## src/rtl/y86_cc_pc_unit_if.sv

```systemverilog
// Execute-stage bus between the instruction datapath and the CC/PC/status unit.
// The master drives the per-instruction fields; the slave returns architectural state.
interface y86_cc_pc_unit_if #(
    parameter int unsigned CNT_W = 32
);
    logic             step_en;
    logic [3:0]       icode;
    logic [3:0]       ifun;
    logic [2:0]       cc_i;
    logic [63:0]      valC;
    logic [63:0]      valP;
    logic [63:0]      valM;
    logic             instr_valid;
    logic             imem_error;
    logic             dmem_error;
    logic [63:0]      pc;
    logic [2:0]       cc_q;
    logic             cnd;
    logic [2:0]       stat;
    logic             running;
    logic [CNT_W-1:0] retired;

    modport master (
        output step_en, icode, ifun, cc_i, valC, valP, valM, instr_valid, imem_error, dmem_error,
        input  pc, cc_q, cnd, stat, running, retired
    );

    modport slave (
        input  step_en, icode, ifun, cc_i, valC, valP, valM, instr_valid, imem_error, dmem_error,
        output pc, cc_q, cnd, stat, running, retired
    );
endinterface

```

## src/rtl/y86_cc_pc_unit.sv

```systemverilog
// Y86-64 condition-code register, Cnd evaluation, next-PC register and processor status FSM.
// Commits happen only on step_en edges while running; HALT and FAULT are left only by reset.
module y86_cc_pc_unit #(
    parameter logic [63:0] RESET_PC = 64'h0,
    parameter int unsigned CNT_W    = 32
) (
    input logic             clk,
    input logic             rst_n,
    y86_cc_pc_unit_if.slave bus
);
    localparam logic [1:0] StRun   = 2'd0;
    localparam logic [1:0] StHalt  = 2'd1;
    localparam logic [1:0] StFault = 2'd2;

    localparam logic [2:0] StatAok = 3'd1;
    localparam logic [2:0] StatHlt = 3'd2;
    localparam logic [2:0] StatAdr = 3'd3;
    localparam logic [2:0] StatIns = 3'd4;

    localparam logic [3:0] IHalt  = 4'h0;
    localparam logic [3:0] ICmov  = 4'h2;
    localparam logic [3:0] IOpq   = 4'h6;
    localparam logic [3:0] IJxx   = 4'h7;
    localparam logic [3:0] ICall  = 4'h8;
    localparam logic [3:0] IRet   = 4'h9;

    logic [1:0]       state_q, state_d;
    logic [2:0]       stat_q, stat_d;
    logic [63:0]      pc_q, pc_d;
    logic [2:0]       cc_q, cc_d;
    logic [CNT_W-1:0] retired_q, retired_d;
    logic             cnd;
    logic             cnd_raw;
    logic             zf, sf, of;

    // Conditions use the registered flags, so cmov/jXX see the previous OPq result.
    always_comb begin
        zf = cc_q[2];
        sf = cc_q[1];
        of = cc_q[0];
        case (bus.ifun)
            4'h0:    cnd_raw = 1'b1;
            4'h1:    cnd_raw = (sf ^ of) | zf;
            4'h2:    cnd_raw = sf ^ of;
            4'h3:    cnd_raw = zf;
            4'h4:    cnd_raw = ~zf;
            4'h5:    cnd_raw = ~(sf ^ of);
            4'h6:    cnd_raw = ~(sf ^ of) & ~zf;
            default: cnd_raw = 1'b0;
        endcase
        cnd = ((bus.icode == ICmov) || (bus.icode == IJxx)) ? cnd_raw : 1'b0;
    end

    always_comb begin
        state_d   = state_q;
        stat_d    = stat_q;
        pc_d      = pc_q;
        cc_d      = cc_q;
        retired_d = retired_q;
        if (bus.step_en && (state_q == StRun)) begin
            if (bus.imem_error) begin
                stat_d  = StatAdr;
                state_d = StFault;
            end else if (!bus.instr_valid) begin
                stat_d  = StatIns;
                state_d = StFault;
            end else if (bus.dmem_error) begin
                stat_d  = StatAdr;
                state_d = StFault;
            end else if (bus.icode == IHalt) begin
                stat_d  = StatHlt;
                state_d = StHalt;
            end else begin
                if (bus.icode == IOpq) begin
                    cc_d = bus.cc_i;
                end
                case (bus.icode)
                    ICall:   pc_d = bus.valC;
                    IJxx:    pc_d = cnd ? bus.valC : bus.valP;
                    IRet:    pc_d = bus.valM;
                    default: pc_d = bus.valP;
                endcase
                if (retired_q != {CNT_W{1'b1}}) begin
                    retired_d = retired_q + CNT_W'(1);
                end
            end
        end
    end

    always_ff @(posedge clk or negedge rst_n) begin
        if (!rst_n) begin
            state_q   <= StRun;
            stat_q    <= StatAok;
            pc_q      <= RESET_PC;
            cc_q      <= 3'b100;
            retired_q <= '0;
        end else begin
            state_q   <= state_d;
            stat_q    <= stat_d;
            pc_q      <= pc_d;
            cc_q      <= cc_d;
            retired_q <= retired_d;
        end
    end

    assign bus.pc      = pc_q;
    assign bus.cc_q    = cc_q;
    assign bus.cnd     = cnd;
    assign bus.stat    = stat_q;
    assign bus.running = (state_q == StRun);
    assign bus.retired = retired_q;
endmodule

```

## src/flat_wrapper.sv

```systemverilog
// flat-port wrapper written by rule: the top's interface ports become plain ports
module y86_cc_pc_unit_flat 
#(
    parameter logic [63:0] RESET_PC = 64'h0,
    parameter int unsigned CNT_W    = 32
)
  (clk, rst_n, bus_step_en, bus_icode, bus_ifun, bus_cc_i, bus_valC, bus_valP, bus_valM, bus_instr_valid, bus_imem_error, bus_dmem_error, bus_pc, bus_cc_q, bus_cnd, bus_stat, bus_running, bus_retired);
  y86_cc_pc_unit_if #(.CNT_W(CNT_W)) bus_i ();
  input logic clk;
  input logic rst_n;
  input wire logic [$bits(bus_i.step_en)-1:0] bus_step_en;
  input wire logic [$bits(bus_i.icode)-1:0] bus_icode;
  input wire logic [$bits(bus_i.ifun)-1:0] bus_ifun;
  input wire logic [$bits(bus_i.cc_i)-1:0] bus_cc_i;
  input wire logic [$bits(bus_i.valC)-1:0] bus_valC;
  input wire logic [$bits(bus_i.valP)-1:0] bus_valP;
  input wire logic [$bits(bus_i.valM)-1:0] bus_valM;
  input wire logic [$bits(bus_i.instr_valid)-1:0] bus_instr_valid;
  input wire logic [$bits(bus_i.imem_error)-1:0] bus_imem_error;
  input wire logic [$bits(bus_i.dmem_error)-1:0] bus_dmem_error;
  output wire logic [$bits(bus_i.pc)-1:0] bus_pc;
  output wire logic [$bits(bus_i.cc_q)-1:0] bus_cc_q;
  output wire logic [$bits(bus_i.cnd)-1:0] bus_cnd;
  output wire logic [$bits(bus_i.stat)-1:0] bus_stat;
  output wire logic [$bits(bus_i.running)-1:0] bus_running;
  output wire logic [$bits(bus_i.retired)-1:0] bus_retired;
  assign bus_i.step_en = bus_step_en;
  assign bus_i.icode = bus_icode;
  assign bus_i.ifun = bus_ifun;
  assign bus_i.cc_i = bus_cc_i;
  assign bus_i.valC = bus_valC;
  assign bus_i.valP = bus_valP;
  assign bus_i.valM = bus_valM;
  assign bus_i.instr_valid = bus_instr_valid;
  assign bus_i.imem_error = bus_imem_error;
  assign bus_i.dmem_error = bus_dmem_error;
  assign bus_pc = bus_i.pc;
  assign bus_cc_q = bus_i.cc_q;
  assign bus_cnd = bus_i.cnd;
  assign bus_stat = bus_i.stat;
  assign bus_running = bus_i.running;
  assign bus_retired = bus_i.retired;
  y86_cc_pc_unit #(.RESET_PC(RESET_PC), .CNT_W(CNT_W)) u_core (.clk(clk), .rst_n(rst_n), .bus(bus_i));
endmodule
```

## config.mk

```make
export PLATFORM = sky130hd
export DESIGN_NAME = y86_cc_pc_unit_flat
export DESIGN_NICKNAME = d
export VERILOG_FILES = /design/src/rtl/y86_cc_pc_unit_if.sv /design/src/rtl/y86_cc_pc_unit.sv /design/src/flat_wrapper.sv
export SDC_FILE = /design/constraint.sdc
export NUM_CORES = 1
export LEC_CHECK = 0
export BUFFER_PORTS_ARGS = -buffer_cell sky130_fd_sc_hd__buf_2
export CAP_MARGIN = 20
export CORE_AREA = 2 2 121 123
export CTS_CLUSTER_DIAMETER = 40
export DETAILED_ROUTE_END_ITERATION = 7
export DIE_AREA = 0 0 123 125
export PLACE_DENSITY = 0.8
export SETUP_SLACK_MARGIN = 0.5
export SYNTH_ARGS = -nofsm -noshare
export SYNTH_HDL_FRONTEND = slang
export SYNTH_SLANG_ARGS = --single-unit
```

## constraint.sdc

```tcl
create_clock -name clk -period 3.3 [get_ports clk]
set_input_delay 0.165 -clock clk [delete_from_list [all_inputs] [get_ports clk]]
set_output_delay 0.165 -clock clk [all_outputs]
set_load 0.02 [all_outputs]
```

### Word-level counts from Yosys, hierarchy flattened

Cells that the tools add are included.
W data, S select, Z words.

* bits in registers: 104
* bits in latches: 0
* bits in writable memories: 0
* memory bits (read-only): 0
* input port bits: 209
* output and inout bits: 104
* word-level logic and storage cells: 48
* memories kept: 0

* add/subtract/negate cells: 1
* $mul: 0
* divide/modulo/power cells: 0
* order comparisons: 0
* equality and inequality tests: 13
* shift operators: 0
* mux-type cells: 12
* bitwise logic cells: 8
* reduce and logical (&&, ||, !) cells: 9

Operators by type and width (count)
* $pmux W64 S3: 1
* $mux W64: 1
* $add A32 B1 Y32 const B: 1
* $ne A32 B32 Y1 const B: 1
* $eq A4 B3 Y1 const B: 5
* $eq A4 B2 Y1 const B: 3
* $mux W3: 4
* $reduce_and A6 Y1: 2
* $eq A4 B4 Y1 const B: 2
* $logic_not A4 Y1: 2
* $mux W2: 4
* $pmux W1 S7: 1
* $not A1 Y1: 5
* $reduce_and A5 Y1: 1
* $eq A4 B1 Y1 const B: 1
* $ne A4 B1 Y1 const B: 1
* $logic_not A2 Y1: 1
* $reduce_and A2 Y1: 1
* $and A1 B1 Y1: 1
* $logic_and A1 B1 Y1: 1
* $logic_or A1 B1 Y1: 1
* $mux W1: 1
* $or A1 B1 Y1: 1
* $xor A1 B1 Y1: 1

### Logic depth before layout (Yosys ltp)

* depth after elaboration: 7
* gate-level depth with buffers: 7
* depth with buffers taken out: 6

### Least setup slack after synthesis

OpenSTA, ideal clock, no wires.

* path kind: reg2reg
* from: register u_core.state_q[1]
* to: register u_core.retired_q[31] (netlist: u_core.bus.retired[31])
* library setup time: 0.128 ns
* arrival: 2.246 ns
* required time: 3.172 ns
* setup slack: 0.926 ns
* cell stages (with the launch flop): 7
* buffers on the path: 1
* period minus slack after synthesis: 2.374 ns
* path through: dfrtp_1 -> or3b_1 -> buf_2 -> or3_4 -> or4_1 -> nor3_2 -> mux2_1

* longest elaborated chain between the ends: 3

Ends and longest elaborated chain
* start: declaration: RTL line y86_cc_pc_unit.sv:27 `logic [1:0] state_q, state_d;`
* start signal: assignment: RTL line y86_cc_pc_unit.sv:92 `state_q <= StRun;`
* start signal: assignment: RTL line y86_cc_pc_unit.sv:98 `state_q <= state_d;`
* $logic_not A2 Y1: RTL line y86_cc_pc_unit.sv:60 `if (bus.step_en && (state_q == StRun)) begin`
* $logic_and A1 B1 Y1: RTL line y86_cc_pc_unit.sv:60
* $reduce_and A6 Y1 (no source line)
* end signal: assignment: RTL line y86_cc_pc_unit.sv:102 `retired_q <= retired_d;`
* end: declaration: RTL line y86_cc_pc_unit.sv:31 `logic [CNT_W-1:0] retired_q, retired_d;`

Every way passes these cells.
A chain may end at the register's enable or synchronous reset.

### Final worst setup path

* from: register u_core.state_q[1]
* to: register u_core.retired_q[20] (netlist: u_core.bus.retired[20])

The elaborated chain is that of the path after synthesis.

==> results.yml <==
status:
  status: "finished clean"
global_route:
  grt.met3_usage_pct: 7.25
  grt_use_total_pct: 30.3
  grt_max_degree: 77
  grt_pass1_wl_um: 37000
  grt_pass1_vias: 7188
  antenna_found_initial: 5
  met2_usage_pct: 47.7
  grt_use_met1_pct: 38.7
  overflow: 0
  busiest_layer: "met2"
cells_and_area:
  final_common_cell: "buf_2"
  nets: 1210
  final_cell_mix: "311 x buf_2, 102 x dfrtp_1, 87 x nor2_1, 66 x a21oi_1, 66 x a31oi_1"
  drive_gt1_share_pct: 36.4
  filler_cell_count: 1293
  seq_area_um2: 2610
  areaGrowthSynthToFinish_pct: 31.4
  multi_input_area_um2: 3560
  finalNonFillerCells: 1194
sta:
  slew_viol_final: 0
  period_minus_slack_ns: 2.48
  grt_setup_unrepaired: "false"
  fin_setup_tns_ns: 0
  worst_clock_skew_ns: 0.0109
  maxSlewHeadroom_pct: 40.2
  tightest_slew_ns: 0.897
  setup_violations: 0
  hold_viol: 0
  post-route-period-util_pct: 75.3
  max_freq_mhz: 403
  worst_hold_slack_ns: 0.0328
flow_run:
  drv_cap: 0
setup_path:
  cp_max_fo: 75
  worstPathArrival_ns: 2.73
  startpoint_type: "register"
  end_kind: "register"
  path_class: "register to register"
  path_buf_inv: 1
  cp_top_family: "simple AND/OR/NAND/NOR gates"
  crit_chain: "or3b_1 -> or3_4 -> buf_4 -> nor3_1 -> nand4_1 -> xnor2_1"
  cp_data_required_time_ns: 3.54
  slowest_stage: "or3b_1"
  max_stage_delay_ns: 0.49
synthesis:
  ys_types: 45
  synth_area_per_cell_um2: 8.77
  yosys_warnings: 0
  synth.area.top_cells: "dfrtp_1 39%, a41oi_1 8.6%, o211ai_1 7.5%, nor3b_1 7.4%, a31oi_1 6.4%"
  synthesis.area_um2: 6490
  yosysSeqAreaShare_pct: 40.1
  yosys.area.top_type: "dfrtp_1"
  syn_nets: 950
  synth_seq_cells: 104
  syn-instance-count: 740
  synth.top_cell.area_share_pct: 39.3
drt:
  wl_um: 23700
  drtAntennaViolNets: 0
  vias: 7323
  drc: 0
  post_drt_wl_per_cell_um: 19.8
  viasPerCell: 6.13
  drt_first_pass_iters: 5
  drtIter0Drc: 646
cts:
  cts_made_buffers: 9
  insertion_delay_ns: 0.35
  cts_tree: "built"
  cts-root-buf: "clkbuf_16"
  ctsResizeCount: 0
  cts_max_path_buffers: 2
  cts_hold_buf: 1
  cts_max_level: 3
  clk_pin_slew_ns: 0.08
  clock-sinks: 104
  postCtsSetupBuffers: 0
placed_design:
  place.gp.congestion: 0.867
  port_buffers: 312
  place_hpwl_um: 15900
  place_inst: 1172
min_path:
  hold_class: "input pin to register"
power:
  power.leakage_nw: 3.87
  power_density_nw_per_um2: 523
  peakVddDrop_mv: 0.352
  total_power_w: 0.00446
floorplan:
  start_util_pct: 45.7
  die_x_um: 123
  core_um2: 14200
  die-area_um2: 15400
  rows: 44
  dieHeight_um: 125
  io_pins: 313
worst register-to-register path: stages (launching register included):
cell and delay, ns:
dfrtp_1 0.40, or3b_1 0.49, or3_4 0.41, buf_4 0.35, nor3_1 0.43, nand4_1 0.16
xnor2_1 0.14
Yosys cell counts:
cell	number
dfrtp_1	102
nor2_1	87
clkbuf_1	71
a21oi_1	66
a31oi_1	66
o211ai_1	65
a41oi_1	64
nor3b_1	64
xor2_1	19
nand3_1	16
nand2_1	13
nor3_1	12
nand4_1	11
buf_2	9
xnor2_1	9
inv_1	8
nor4_1	7
and3_1	5
mux2_2	4
nand2b_1	4
and2_1	3
or2_2	3
a211o_1	2
a21o_1	2
and4_1	2
buf_1	2
dfstp_2	2
nor3_2	2
o21ai_0	2
o31ai_1	2
or3b_1	2
a2bb2oi_1	1
ha_1	1
mux2_1	1
nand4b_1	1
nor4_2	1
o211a_1	1
o221ai_1	1
o22a_1	1
o311ai_0	1
o311ai_2	1
o31a_1	1
or3_1	1
or3_4	1
or4_1	1
path summary, 6_finish.rpt:
kind,startpoint,to,slack [ns],cells past startpoint
min in group asynchronous,rst_n,u_core.bus.cc_q[0]$_DFFE_PN0P_,0.39,2
min reg2reg,u_core.state_q[1]$_DFFE_PN0P_,u_core.state_q[1]$_DFFE_PN0P_,0.49,1
min,bus_imem_error,u_core.bus.stat[2]$_DFFE_PN0P_,0.03,2
max in group asynchronous,rst_n,u_core.bus.cc_q[2]$_DFFE_PN1P_,2.14,3
max,u_core.state_q[1]$_DFFE_PN0P_,u_core.bus.retired[20]$_DFFE_PN0P_,0.82,6
max reg2reg,u_core.state_q[1]$_DFFE_PN0P_,u_core.bus.retired[20]$_DFFE_PN0P_,0.82,6
per-layer routing:
| layer | wire [µm] | vias up |
|---|---|---|
| met5 | 0 | - |
| met4 | 1020 | 0 |
| met3 | 2500 | 66 |
| met2 | 10900 | 440 |
| met1 | 9260 | 3416 |
| li1 | - | 3401 |
kinds of logic after synthesis:
group           after synthesis  share of synthesized area [%]
compound gates              276                           29.6
xor+xnor                     28                           3.78
fa+ha+maj                     1                          0.193
buf+inv                      90                           5.38
flops                       104                           40.1
mux                           5                          0.867
simple gates                236                           20.1
power by group:
group / switching, W / leakage (nW) / internal [W]
clock: 0.000537 / 0.140 / 0.000598
combinational: 0.000962 / 2.44 / 0.000569
sequential: 0.000199 / 1.29 / 0.00160
total: 0.00170 / 3.87 / 0.00276
state kept, by name, summed over array words and instances, names as in the netlist:
signal,flops
u_core.state_q,2
u_core.bus.stat,3
u_core.bus.retired,32
u_core.bus.pc,64
u_core.bus.cc_q,3
cell type report:
class,count,share of cell area (%)
antenna,5,0.147
clock inverter,7,0.954
clock buffer,9,2.64
inverter,8,0.352
tap,184,2.70
multi-input combinational,546,41.7
sequential,104,30.5
timing repair buffer,331,20.9
metrics by stage:
stage	util [%]	instance area [µm²]	worst slack [ns]
after floorplan	-	6490	0.926
after CTS	60.0	8520	0.769
after global placement	57.7	8200	0.799
after global routing	60.0	8530	0.643
final	60.0	8530	0.816
after detailed placement	57.7	8200	0.768
No activity file was read; power rests on OpenSTA's default activity.
